===== src/rtl/lora_tx_sequencer.sv =====
// ============================================================================
// Module   : lora_tx_sequencer
// Brief    : Emits one LoRa frame (preamble, sync, 2.25 downchirps, payload)
//            as a valid/ready stream of (symbol, chirp type) words.
// Revision : 1.0 - initial release
// ============================================================================
`default_nettype none

module lora_tx_sequencer #(
    parameter int          SF           = 7,
    parameter int          PREAMBLE_LEN = 8,
    parameter logic [7:0]  SYNC_WORD    = 8'h34
) (
    input  logic          clk,
    input  logic          rstn,
    input  logic          countDone,
    input  logic          txStart,
    input  logic [7:0]    payloadLen,
    input  logic [SF-1:0] dataIn,
    input  logic          dataValid,
    output logic          dataReady,
    output logic [SF-1:0] symOut,
    output logic [1:0]    symType,
    output logic          symValid,
    input  logic          symReady,
    output logic          txBusy,
    output logic          txDone,
    output logic          txErr
);

    typedef enum logic [2:0] {
        S_IDLE, S_PREAMBLE, S_SYNC0, S_SYNC1, S_DOWN, S_QUARTER, S_PAYLOAD, S_FINISH
    } state_t;

    localparam logic [1:0]    c_UP       = 2'd0;
    localparam logic [1:0]    c_DOWN     = 2'd1;
    localparam logic [1:0]    c_QUARTER  = 2'd2;
    localparam logic [SF-1:0] c_ZERO     = '0;
    localparam logic [SF-1:0] c_SYNC0    = SF'({SYNC_WORD[7:4], 3'b000});
    localparam logic [SF-1:0] c_SYNC1    = SF'({SYNC_WORD[3:0], 3'b000});
    localparam logic [15:0]   c_PRE_LAST = 16'(PREAMBLE_LEN - 1);

    state_t        r_state,    w_state;
    logic [15:0]   r_preCnt,   w_preCnt;
    logic [7:0]    r_remain,   w_remain;
    logic          r_downCnt,  w_downCnt;
    logic [SF-1:0] r_symOut,   w_symOut;
    logic [1:0]    r_symType,  w_symType;
    logic          r_symValid, w_symValid;
    logic          r_txBusy,   w_txBusy;
    logic          r_txDone,   w_txDone;
    logic          r_txErr,    w_txErr;

    logic w_xfer;
    logic w_dataReady;
    logic w_take;

    assign w_xfer = r_symValid & symReady;

    // Payload fetch also opens during the quarter downchirp so the first payload
    // symbol lands on the same edge the quarter chirp leaves: no bubble.
    assign w_dataReady = ((r_state == S_PAYLOAD) || (r_state == S_QUARTER)) &&
                         (r_remain != 8'd0) && (!r_symValid || symReady);
    assign w_take      = dataValid & w_dataReady;

    always_ff @(posedge clk) begin
        if (!rstn) begin
            r_state    <= S_IDLE;
            r_preCnt   <= 16'd0;
            r_remain   <= 8'd0;
            r_downCnt  <= 1'b0;
            r_symOut   <= c_ZERO;
            r_symType  <= c_UP;
            r_symValid <= 1'b0;
            r_txBusy   <= 1'b0;
            r_txDone   <= 1'b0;
            r_txErr    <= 1'b0;
        end else begin
            r_state    <= w_state;
            r_preCnt   <= w_preCnt;
            r_remain   <= w_remain;
            r_downCnt  <= w_downCnt;
            r_symOut   <= w_symOut;
            r_symType  <= w_symType;
            r_symValid <= w_symValid;
            r_txBusy   <= w_txBusy;
            r_txDone   <= w_txDone;
            r_txErr    <= w_txErr;
        end
    end

    always_comb begin
        w_state    = r_state;
        w_preCnt   = r_preCnt;
        w_remain   = r_remain;
        w_downCnt  = r_downCnt;
        w_symOut   = r_symOut;
        w_symType  = r_symType;
        w_symValid = r_symValid;
        w_txBusy   = r_txBusy;
        w_txDone   = 1'b0;
        w_txErr    = 1'b0;

        case (r_state)
            S_IDLE: begin
                if (txStart && countDone) begin
                    w_state    = S_PREAMBLE;
                    w_preCnt   = c_PRE_LAST;
                    w_remain   = payloadLen;
                    w_symOut   = c_ZERO;
                    w_symType  = c_UP;
                    w_symValid = 1'b1;
                    w_txBusy   = 1'b1;
                end
            end
            S_PREAMBLE: begin
                if (w_xfer) begin
                    if (r_preCnt == 16'd0) begin
                        w_state  = S_SYNC0;
                        w_symOut = c_SYNC0;
                    end else begin
                        w_preCnt = r_preCnt - 16'd1;
                    end
                end
            end
            S_SYNC0: begin
                if (w_xfer) begin
                    w_state  = S_SYNC1;
                    w_symOut = c_SYNC1;
                end
            end
            S_SYNC1: begin
                if (w_xfer) begin
                    w_state   = S_DOWN;
                    w_symOut  = c_ZERO;
                    w_symType = c_DOWN;
                    w_downCnt = 1'b1;
                end
            end
            S_DOWN: begin
                if (w_xfer) begin
                    if (r_downCnt) begin
                        w_downCnt = 1'b0;
                    end else begin
                        w_state   = S_QUARTER;
                        w_symType = c_QUARTER;
                    end
                end
            end
            S_QUARTER: begin
                if (w_xfer) begin
                    if (r_remain != 8'd0) begin
                        w_state = S_PAYLOAD;
                        if (w_take) begin
                            w_symOut   = dataIn;
                            w_symType  = c_UP;
                            w_remain   = r_remain - 8'd1;
                        end else begin
                            w_symValid = 1'b0;
                        end
                    end else begin
                        w_state    = S_FINISH;
                        w_symValid = 1'b0;
                        w_txDone   = 1'b1;
                        w_txBusy   = 1'b0;
                    end
                end
            end
            S_PAYLOAD: begin
                if (w_take) begin
                    w_symOut   = dataIn;
                    w_symType  = c_UP;
                    w_symValid = 1'b1;
                    w_remain   = r_remain - 8'd1;
                end else if (w_xfer) begin
                    w_symValid = 1'b0;
                    if (r_remain == 8'd0) begin
                        w_state  = S_FINISH;
                        w_txDone = 1'b1;
                        w_txBusy = 1'b0;
                    end
                end
            end
            S_FINISH: begin
                w_state = S_IDLE;
            end
            default: begin
                w_state = S_IDLE;
            end
        endcase

        // Losing countDone mid-frame wins over everything, including a final transfer.
        if ((r_state != S_IDLE) && !countDone) begin
            w_state    = S_IDLE;
            w_symValid = 1'b0;
            w_txBusy   = 1'b0;
            w_txDone   = 1'b0;
            w_txErr    = 1'b1;
            w_remain   = 8'd0;
            w_preCnt   = 16'd0;
            w_downCnt  = 1'b0;
        end
    end

    assign dataReady = w_dataReady;
    assign symOut    = r_symOut;
    assign symType   = r_symType;
    assign symValid  = r_symValid;
    assign txBusy    = r_txBusy;
    assign txDone    = r_txDone;
    assign txErr     = r_txErr;

endmodule

`default_nettype wire


===== config.mk =====
export PLATFORM = sky130hd
export DESIGN_NAME = lora_tx_sequencer
export DESIGN_NICKNAME = d
export VERILOG_FILES = /design/src/rtl/lora_tx_sequencer.sv
export SDC_FILE = /design/constraint.sdc
export NUM_CORES = 1
export LEC_CHECK = 0
export ABC_AREA = 1
export ABC_CLOCK_PERIOD_IN_PS = 1900
export CAP_MARGIN = 20
export CORE_ASPECT_RATIO = 1.4
export CORE_MARGIN = 3
export CORE_UTILIZATION = 55
export CTS_CLUSTER_SIZE = 24
export DETAILED_ROUTE_END_ITERATION = 16
export GPL_TIMING_DRIVEN = 0
export PLACE_DENSITY_LB_ADDON = 0.12
export SLEW_MARGIN = 20
export SYNTH_ARGS = -nofsm -noshare
export SYNTH_HDL_FRONTEND = slang
export SYNTH_SLANG_ARGS = --single-unit

===== constraint.sdc =====
create_clock -name clk -period 1.9 [get_ports clk]
set_input_delay 0.38 -clock clk [delete_from_list [all_inputs] [get_ports clk]]
set_output_delay 0.38 -clock clk [all_outputs]
set_load 0.01 [all_outputs]

==> results of run 1 <==
-- placed cells by master (no fill, tap or decap), types with 8 or more instances in the layout --
master / n
nand2_1: 118
nor2_1: 70
dfxtp_1: 39
inv_1: 36
clkdlybuf4s50_1: 33
a21oi_1: 31
nand3_1: 26
o21ai_1: 11
inv_2: 10
nand2_2: 9
buf_4: 8
-- repair_timing --
item,4_1_cts,5_1_grt
resized for setup,7,10
pin swaps,0,0
setup endpoints to repair,1,22
buffers inserted,0,6
hold buffers,0,0
-- tightest hold or removal path: cells and delay by family, from the launching register on --
kind             cells  cell delay, ns
flip-flops           1            0.32
AND/OR/NAND/NOR      1            0.06
AO/OA/AOI/OAI        1            0.05
-- state kept, by name, indices dropped and copies added, names as in the netlist --
register and cells:
r_remain 8, r_preCnt 16, symValid 1, r_state 3, r_downCnt 1, txDone 1, txBusy 1, symOut 7
symType 2, txErr 1
-- stage by stage --
| step | area [um^2] | TNS, ns | utilization (%) | setup WS [ns] | hold slack (ns) |
|---|---|---|---|---|---|
| 2_1_floorplan | 2620 | 0 | - | 0.2494 | 0.4395 |
| 3_3_place_gp | 3038 | -6.369 | 66.45 | -0.2869 | 0.4517 |
| 3_5_place_dp | 3038 | -6.664 | 66.45 | -0.3076 | 0.4559 |
| 4_1_cts | 3154 | 0 | 68.99 | 0.006609 | 0.4682 |
| 5_1_grt | 3236 | -0.2541 | 70.77 | -0.06146 | 0.4932 |
| 6_report | 3236 | 0 | 70.77 | 0.06325 | 0.4715 |
-- power groups by stage --
| stage | Combinational (W) | Sequential [W] | Clock (W) |
|---|---|---|---|
| 6_report | 0.00352 | 0.00131 | 0.000744 |
| 5_1_grt | 0.00403 | 0.00134 | 0.000788 |
| 4_1_cts | 0.00341 | 0.00130 | 0.000766 |
| 3_5_place_dp | 0.00339 | 0.00132 | 0 |
| 3_3_place_gp | 0.00333 | 0.00131 | 0 |
| 2_1_floorplan | 0.00256 | 0.00134 | 0 |
-- final timing paths --
kind	from	cells past startpoint	endpoint	slack [ns]
setup / recovery	r_state[0]	7	dataReady	0.06
hold / removal	r_remain[1]	2	r_remain[1]	0.47
setup reg to reg	r_state[0]	9	r_preCnt[4]	0.22
hold reg to reg	r_remain[1]	2	r_remain[1]	0.47
-- area by class of cell --
cell class              instances  share of cell area (%)
multi-input cells             319                   48.11
flip-flops and latches         41                   25.44
repair buffers                 40                   11.76
inverters                      49                   5.878
plain buffers                  10                   2.707
clock buffers                   6                   2.552
well taps                      62                   2.398
clock inverters                 2                   1.160
-- kinds of logic after synthesis --
kind of cell | after synthesis | synth area share [%]
buffers and inverters | 60 | 10.31
AND/OR/NAND/NOR | 250 | 41.83
adder cells (fa/ha/maj) | 3 | 1.433
flip-flops | 41 | 31.33
XOR/XNOR | 9 | 3.009
AO/OA/AOI/OAI | 57 | 12.08
-- routing by layer --
layer,up-vias,global-route usage (%)
met4,0,9.615
li1,1415,-
met1,1201,23.33
met5,-,0
met3,9,3.851
met2,38,46.99
==> results_dict.tcl, run 1 <==
set metrics [dict create \
    drtPass1Iterations 5 \
    hold_path_class "reg2reg" \
    p_int_w 0.002887 \
    io_buffers 34 \
    num_vias 2663 \
    power.density_mw_per_mm2 1723 \
    grt_pass1_wl_um 10520 \
    relSlewSlack_pct 69.50 \
    fmax_mhz 544.4 \
    drv_slew 0 \
    cp_top_family "buffers and inverters" \
    status "complete, no violations" \
    wl_met2_um 3594 \
    yosysSeqAreaShare_pct 31.33 \
    grt_pass1_vias 2481 \
    finalClockSkew_ns 0.009435 \
    cp_slowest_stage_delay_ns 0.33 \
    tightest_slew_ns 0.4575 \
    num-fill-cells 435 \
    fin_cells 529 \
    antenna_found_initial 0 \
    setup_viol 0 \
    cts_tree "built" \
    synthCells 420 \
    gp_congestion 0.9647 \
    diodes 0 \
    route.detailed.drc 0 \
    synth_top_area_share_pct 31.33 \
    nets 490 \
    start_util_pct 57.31 \
    vdd_drop_max_mv 1.112 \
    cp_max_fo 6 \
    critPathLaunchType "flop" \
    fp.dieArea_mm2 0.005639 \
    highest_layer "met4" \
    synth.distinct_cells 35 \
    vias_per_cell 5.034 \
    synthTopCellsByCount "120 x nand2_1, 70 x nor2_1, 41 x dfxtp_1, 37 x inv_1, 31 x a21oi_1" \
    p_sw_w 0.002689 \
    crit_type "reg2out" \
    worstSkewPairLatency_ns 0.30 \
    antenna_left 0 \
    yosysTopAreaCell "dfxtp_1" \
    p_leak_nw 1.525 \
    core_mm2 0.004572 \
    seq_power_share_pct 23.5 \
    grt_use_total_pct 23.40 \
    p_clk_share_pct 13.3 \
    cts_max_level 2 \
    std_cell_rows 29 \
    cts-root-buf "clkbuf_8" \
    wl_per_cell_um 12.05 \
    cts_buffer_depth 2 \
    syn-num-nets 444 \
    drt-initial-drc-count 87 \
    worstPathRequired_ns 1.52 \
    ys.flop_type "dfxtp_1" \
    drive_gt1_share_pct 14.13 \
    synth-async-reset-ratio_pct 0 \
    drv_cap 0 \
    die_w_um 64.33 \
    slowest_stage "dfxtp_1" \
    crit_chain "buf_6 -> inv_2 -> nand2_2 -> nand3_2 -> buf_12 -> nor3b_1 -> buf_2" \
    cts_buffers 5 \
    synth_edf_count 0 \
    area_delta_synth_final_pct 23.50 \
    grt_max_degree 20 \
    overflow 0 \
    regArea_um2 823.3 \
    dp_cells 516 \
    drt-total-wl_um 6374 \
    ys_ff_latch 41 \
    netlist_top_cells_area "dfxtp_1 31%, nand2_1 17%, nor2_1 10%, a21oi_1 5.9%, inv_1 5.3%" \
    cp-end-kind "primary output" \
    io_pins 35 \
    period_needed_ns 1.837 \
    finalHoldViolCount 0 \
    dpl.hpwl_um 4821 \
    wl_met3_um 182 \
    die_h_um 87.67 \
    multi_input_area_mm2 0.001556 \
    crit_buf_inv 4 \
    critPathArrivalTime_ns 1.46 \
    clkTransAtPathRegs_ns 0.09 \
    syn_avg_cell_area_um2 6.238 \
    p_sw_share_pct 48.22 \
    fin_crit_sh_pct 96.67 \
    finalPower_w 0.005576 \
    syn_area_mm2 0.002620 \
    cts_sinks 41 \
    m1WireLength_um 2495 \
    comb_power_share_pct 63.2 \
    ys_warn_count 0 \
    yosysMostFrequentCell "nand2_1" \
]
No activity file was read; power rests on OpenSTA's default activity.
==> inputs of run 2 (changes only) <==
MAX_ROUTING_LAYER = met4   (was default)
==> run 2 against run 1 <==
Compared with the run above: fmax up 1.6%; final cell count up 0.19%; die area unchanged; total power up 1.0%; clock skew down 0.0051 ns; clock power down 2%; cell area up 1.3%; critical path depth unchanged; register-to-register slack worse by 0.04 ns; critical path type unchanged.
==> results_dict.tcl, run 2 (synthesis gave the netlist of run 1 again) <==
set metrics [dict create \
    fmax_mhz 552.9 \
    finalPower_w 0.005634 \
    drt-total-wl_um 6587 \
    diodes 0 \
    nets 491 \
    critPathLaunchType "flop" \
    power.density_mw_per_mm2 1719 \
    antenna_found_initial 0 \
    io_buffers 34 \
    num_vias 2720 \
    grt_pass1_vias 2494 \
    dpl.hpwl_um 4810 \
    crit_type "reg2out" \
    status "complete, no violations" \
    fin_crit_sh_pct 95.19 \
    worstPathRequired_ns 1.52 \
    cts_tree "built" \
    drv_slew 0 \
    drive_gt1_share_pct 14.74 \
    cts_buffers 5 \
    relSlewSlack_pct 69.85 \
    grt_max_degree 13 \
    std_cell_rows 29 \
    area_delta_synth_final_pct 25.12 \
    overflow 0 \
    critPathArrivalTime_ns 1.43 \
    start_util_pct 57.31 \
    vdd_drop_max_mv 1.027 \
    die_w_um 64.33 \
    worstSkewPairLatency_ns 0.29 \
    tns_ns 0 \
    gp_congestion 0.9817 \
    cts-root-buf "clkbuf_8" \
    wl_per_cell_um 12.43 \
    cts_sinks 41 \
    dp_cells 516 \
    final_cell_mix "117 x nand2_1, 69 x nor2_1, 39 x dfxtp_1" \
    drt-initial-drc-count 103 \
    rsz0062_at_grt "no" \
    io_pins 35 \
    final_cell_area_mm2 0.003278 \
    largest_reg_flops 16 \
    core_mm2 0.004572 \
    route.detailed.drc 0 \
    finalHoldViolCount 0 \
    cts_max_level 2 \
    fp.dieArea_mm2 0.005639 \
    finalClockSkew_ns 0.004301 \
    grt_use_total_pct 25.59 \
    antenna_left 0 \
    grt_pass1_wl_um 11070 \
    die_h_um 87.67 \
    cts_buffer_depth 2 \
    vias_per_cell 5.132 \
    fin_cells 530 \
    placed_area_mm2 0.003038 \
    layout_commonest_cell "nand2_1" \
    hold_path_class "reg2reg" \
    drv_cap 0 \
    top_register "r_preCnt" \
    drtPass1Iterations 4 \
    cp_max_fo 4 \
    clkTransAtPathRegs_ns 0.08 \
    num-fill-cells 411 \
    p_leak_nw 1.553 \
    period_needed_ns 1.809 \
    cp-end-kind "primary output" \
    setup_viol 0 \
    whs_ns 0.4673 \
    tightest_slew_ns 0.4522 \
]
[run 2: layout make-up]
cell class | instances | area [um^2] | area share [%]
multi-input combinational | 319 | 1600 | 48.82
sequential | 41 | 825.8 | 25.19
timing repair buffer | 41 | 387.9 | 11.83
inverter | 49 | 187.7 | 5.725
clock buffer | 7 | 86.33 | 2.634
buffer | 10 | 82.58 | 2.519
tap | 62 | 77.57 | 2.366
clock inverter | 1 | 30.03 | 0.9160
[run 2: worst paths after layout]
check	startpoint	cells past startpoint	slack [ns]	to
setup / recovery	r_state[0]	7	0.09	dataReady
hold / removal	txBusy	2	0.47	txBusy
setup reg to reg	r_state[0]	12	0.18	r_state[0]
hold reg to reg	txBusy	2	0.47	txBusy
[run 2: routing by layer]
| metal | routed length (um) | share of wire [%] | track usage (%) |
|---|---|---|---|
| met1 | 2499 | 38 | 25.39 |
| met2 | 3676 | 56 | 50.09 |
| met3 | 231 | 3.5 | 3.209 |
| met4 | 179 | 2.7 | 9.423 |
| met5 | 0 | 0 | - |
[run 2: power by group]
part / switching, W / internal (W) / leakage, nW / total (W)
clock: 0.000303 / 0.000428 / 0.0585 / 0.000731
combinational: 0.00222 / 0.00137 / 1.16 / 0.00359
sequential: 0.000200 / 0.00112 / 0.335 / 0.00132
[run 2: worst max-delay path: stages, from the launching register on]
cell and delay, ns:
dfxtp_2 0.33, buf_6 0.11, inv_2 0.04, nand2_2 0.09, nand3_4 0.10, buf_8 0.15
nor3b_4 0.17, buf_2 0.15
[run 2: what timing repair did]
action | 4_1_cts | 5_1_grt
pin swaps | 1 | 2
setup buffers | 4 | 3
gates resized for setup | 14 | 14
setup endpoints to repair | 6 | 11
hold buffers | 0 | 0
[run 2: per-stage QoR]
stage | util, % | setup WS, ns
3_5_place_dp | 66.45 | -0.3199
6_report | 71.70 | 0.09137
2_1_floorplan | - | 0.2494
4_1_cts | 70.14 | 0.01219
3_3_place_gp | 66.45 | -0.2867
5_1_grt | 71.70 | 0.005716
==> RTL edit 1, RTL diff (config.mk and constraints of run 1) <==
Put one more register stage on the output `txErr`, cleared by the reset. The value now appears one clock later. The other outputs are not delayed to match.
--- a/src/rtl/lora_tx_sequencer.sv
+++ b/src/rtl/lora_tx_sequencer.sv
@@ -208,7 +208,13 @@
     assign symValid  = r_symValid;
     assign txBusy    = r_txBusy;
     assign txDone    = r_txDone;
-    assign txErr     = r_txErr;
+    always_ff @(posedge clk) begin
+        if (!rstn) begin
+            txErr <= '0;
+        end else begin
+            txErr <= r_txErr;
+        end
+    end
 
 endmodule
 
Formal check against the unedited RTL: not equivalent (a bounded check fails within 4 cycles, from zero or initial values and one cycle with rstn low).
==> RTL edit 1 against run 1 <==
- final cell count decreased by 0.76%
- synthesized cell count decreased by 0.95%
- final area increased by 0.62%
- register-to-register slack got worse by 0.12 ns
- clock skew decreased by 0.0023 ns
- total power decreased by 0.65%
- global-route usage increased by 2.4 points
- area after synthesis decreased by 0.67%
- wire length increased by 8.6%
- sequential cell count increased by 1
- worst setup slack improved by 0.032 ns
- fmax increased by 1.8%
- critical endpoint is now r_downCnt
- highest routed layer unchanged
==> RTL edit 1: results (changes against run 1) <==
- Layout Nets: 486 (-0.82%)
- Post-CTS resize count: 8 (+1)
- Worst R2R End: r_downCnt
- Peak VDD IR: 1.04 mV (-6.2%)
- Yosys cell types: 32 (-8.6%)
- Pin count of the biggest net entering global routing: 15 (-25%)
- NonClk Buf Share: 0.146 (+0.00142)
- DP Wirelength: 5020 µm (+4.1%)
- Signal buffers: 48 (-4.0%)
- Vias in the first global route: 2,660 (+7.2%)
- 1st-iter DRT viols: 127 (+46%)
- Post-Synthesis Cells: 416 (-0.95%)
- Met3 usage: 0.0323 (-0.00621)
- Power after layout: 5.54 mW (-0.65%)
- Hold WS: 0.430 ns (-0.0415 ns)
- Seq/total area: 0.259 (+0.00420)
- Clk_skew: 0.00710 ns (-0.00234 ns)
- Clk tree area frac: 0.0334 (-0.00369)
- Layout cells sized above 1: 0.125 (-0.0161)
- Most frequent cells after synthesis: nand2_1 (119), nor2_1 (75), dfxtp_1 (42)
- LEAKAGE: 1.52 nW (about the same)
- Rel. slew slack: 0.666 (-0.0287)
- Max incr delay on CP: 0.31 ns (-0.02 ns)
- Area after DPL: 0.00302 mm² (-0.58%)
- #MultiIn Comb: 321 (+0.63%)
- CP max FO: 8 (+2)
- Syn nets: 440 (-0.90%)
- Post-CTS setup buffers: 1 (+1)
- Post-synthesis sequential area ratio: 0.323 (+0.00980)
- Post-layout instance count excluding filler cells: 525 (-0.76%)
- WL/cell: 13.2 µm (+9.5%)
- All-Layer GR Usage: 0.258 (+0.0241)
- Clock buffer count in the final layout: 5 (-1)
- Outcome: completed
- Cells after DPL: 512 (-0.78%)
- Arrival @ worst endpoint: 2.04 ns (+0.58 ns)
- Die W: 64.1 µm (-0.30%)
- Multi-input combinational area share: 0.487 (+0.00627)
- Initial antenna violation count: 0 (unchanged)
- CTS sink count: 42 (+2.4%)
- R2r setup slk: 0.1 ns (-0.12 ns)
- CP Capture Type: flip-flop
- Fill cells: 393 (-9.7%)
- Root buffer cell: clkbuf_8
- Sequential power share: 0.239 (+0.004)
- Inverter count: 44 (-10%)
- Setup Slack @ Placement: -0.381 ns (-0.0729 ns)
- Met1 usage: 0.280 (+0.0465)
- DR vias/cell: 5.24 (+4.0%)
- Final min period: 1.80 ns (-0.0325 ns)
-- RTL edit 1: cell count changes in the layout (fill, tap and decap cells not counted), sizes merged, moves of 2 or more --
cell             run 1  this run
o21ai               19        12
o21bai               2         7
a21oi               32        36
buf                 17        13
inv                 47        44
clkinvlp             2         0
nor3                 3         5
-- RTL edit 1: routing by layer --
metal  share of wire  vias to the layer above
met4           0.033                        0
met1            0.38                     1233
met2            0.53                       86
met5               0                        -
li1                -                     1409
met3           0.056                       21
-- RTL edit 1: logic make-up after synthesis --
kind of cell | share of synthesized area
DFF | 0.323
and+or+nand+nor | 0.418
adders and majority gates | 0.0144
AOI/OAI and AO/OA | 0.126
buffers and inverters | 0.0913
xor gates and xnor gates | 0.0269
-- RTL edit 1: worst min-delay path by stage --
stage	cells after the start	endpoint	start
6_report	2	txErr	r_txErr
5_1_grt	2	txErr	r_txErr
4_1_cts	2	txErr	r_txErr
3_5_place_dp	2	txErr	r_txErr
3_3_place_gp	2	txErr	r_txErr
2_1_floorplan	2	txErr	r_txErr
==> RTL edit 2, RTL diff (flow settings as in run 1) <==
Without the edit above. Set the parameter `SF` to 14 (it was 7).
--- a/src/rtl/lora_tx_sequencer.sv
+++ b/src/rtl/lora_tx_sequencer.sv
@@ -7,7 +7,7 @@
 `default_nettype none
 
 module lora_tx_sequencer #(
-    parameter int          SF           = 7,
+    parameter int          SF           = 14,
     parameter int          PREAMBLE_LEN = 8,
     parameter logic [7:0]  SYNC_WORD    = 8'h34
 ) (
Interface: changed (resized dataIn and symOut); port bits go from 35 to 49. The function was not compared with the original's and may differ.
==> RTL edit 2 against run 1 <==
- sequential cell count grew 7
- final area is 21% higher
- count of clock-buffer cells in the layout did not move
- worst setup slack gained 0.019 ns
- area after synthesis rose by 22%
- total power rose by 37%
- combinational power up 51%
- hold slack got worse by 0.011 ns
- wire length increased by 23%
==> RTL edit 2: results (changes against run 1) <==
- Layout Nets: 593 (+21%)
- Pin count of the biggest net entering global routing: 19 (-5.0%)
- Clk_skew: 0.0118 ns (+0.00237 ns)
- Arrival @ worst endpoint: 1.44 ns (-0.02 ns)
- Post-synthesis sequential area ratio: 0.302 (-0.0117)
- 1st-pass router iterations: 5 (unchanged)
- WHS Endpoint: symOut[0]
- Met3 usage: 0.0324 (-0.00612)
- Placer Congestion: 0.941 (-2.5%)
- Rel. slew slack: 0.684 (-0.0113)
- 1st-iter DRT viols: 120 (+38%)
- DRT met1 WL: 3060 µm (+22%)
- First-pass GRT wire length: 13,300 µm (+26%)
- All-Layer GR Usage: 0.241 (+0.00727)
- Max incr delay on CP: 0.31 ns (-0.02 ns)
- CP max FO: 7 (+1)
- Hold WC Path Type: in -> reg
- Vias in the first global route: 3,044 (+23%)
- Post-CTS setup buffers: 1 (+1)
- DP Wirelength: 6070 µm (+26%)
- Hold WS: 0.461 ns (-0.0109 ns)
- Design area: 0.00392 mm² (+21%)
- RR Startpoint: r_state[2]
- Post-CTS resize count: 8 (+1)
- Pins Over Slew Limit: 0 (unchanged)
- WL/cell: 12.4 µm (+2.8%)
- Worst hold start: rstn
- Most frequent cells after synthesis: nand2_1 (147), nor2_1 (107), dfxtp_1 (48)
- Hold Crit Depth: 3 (+1)
- Peak VDD IR: 1.12 mV (+1.2%)
- R2r setup slk: 0.15 ns (-0.07 ns)
- LEAKAGE: 1.83 nW (+20%)
- H-tree depth: 2 (unchanged)
- Outcome: completed
- Met2 Routed Length: 4240 µm (+18%)
- Worst R2R End: r_preCnt[11]
- IO buf count: 47 (+38%)
- Worst Setup SP: r_state[0]
- Syn nets: 537 (+21%)
- Met2 Use GR: 0.485 (+0.0152)
- Yosys cell types: 36 (+2.9%)
- Area after DPL: 0.00374 mm² (+23%)
- R2R depth: 8 (-1)
- Met1 usage: 0.252 (+0.0183)
- Met3 wire len: 387 µm (+110%)
RTL edit 2: cell types whose count changed in the layout (fill, tap and decap cells not counted), sizes merged, moves of 3 or more:
cell	delta
nand3	+3
dfxtp	+7
clkdlybuf4s50	+13
nand3b	+4
nor2	+36
o21ai	-10
nand2	+36
inv	+8
a21oi	+4
RTL edit 2: layout make-up:
| type | count | area share |
|---|---|---|
| flip-flops and latches | 48 | 0.246 |
| clock buffers | 6 | 0.0211 |
| plain buffers | 15 | 0.0339 |
| clock inverters | 2 | 0.00990 |
| multi-input cells | 387 | 0.489 |
| repair buffers | 50 | 0.125 |
| inverters | 55 | 0.0540 |
| well taps | 68 | 0.0217 |
RTL edit 2: power by group:
group          internal [mW]  switching [mW]
logic                   2.08            3.22
clock network          0.431           0.367
registers               1.34           0.209
RTL edit 2: worst max-delay path by stage:
stage                  to  slack, ns
5_1_grt        r_state[2]     -0.006
4_1_cts         dataReady       0.03
6_report        dataReady       0.08
3_5_place_dp    dataReady      -0.37
2_1_floorplan   dataReady       0.24
3_3_place_gp    dataReady      -0.34
RTL edit 2: through the flow:
stage	cells	worst slack (ns)	setup TNS (ns)
finish	631	0.0821	0
global route	631	-0.00600	-0.00600
CTS	629	0.0253	0
detailed placement	621	-0.373	-5.13
global placement	621	-0.344	-4.56
floorplan	506	0.243	0
RTL edit 2: cell families after synthesis:
family / Yosys count / share of synthesized area
simple gates: 327 / 0.462
flops: 48 / 0.302
xor+xnor: 9 / 0.0247
compound gates: 48 / 0.0966
fa+ha+maj: 3 / 0.0118
buf+inv: 71 / 0.103
RTL edit 2: worst max-delay path, delay by kind of cell, from the launching register on:
kind | cells | cell delay, ns
buf+inv | 3 | 0.42
simple gates | 3 | 0.40
flops | 1 | 0.31
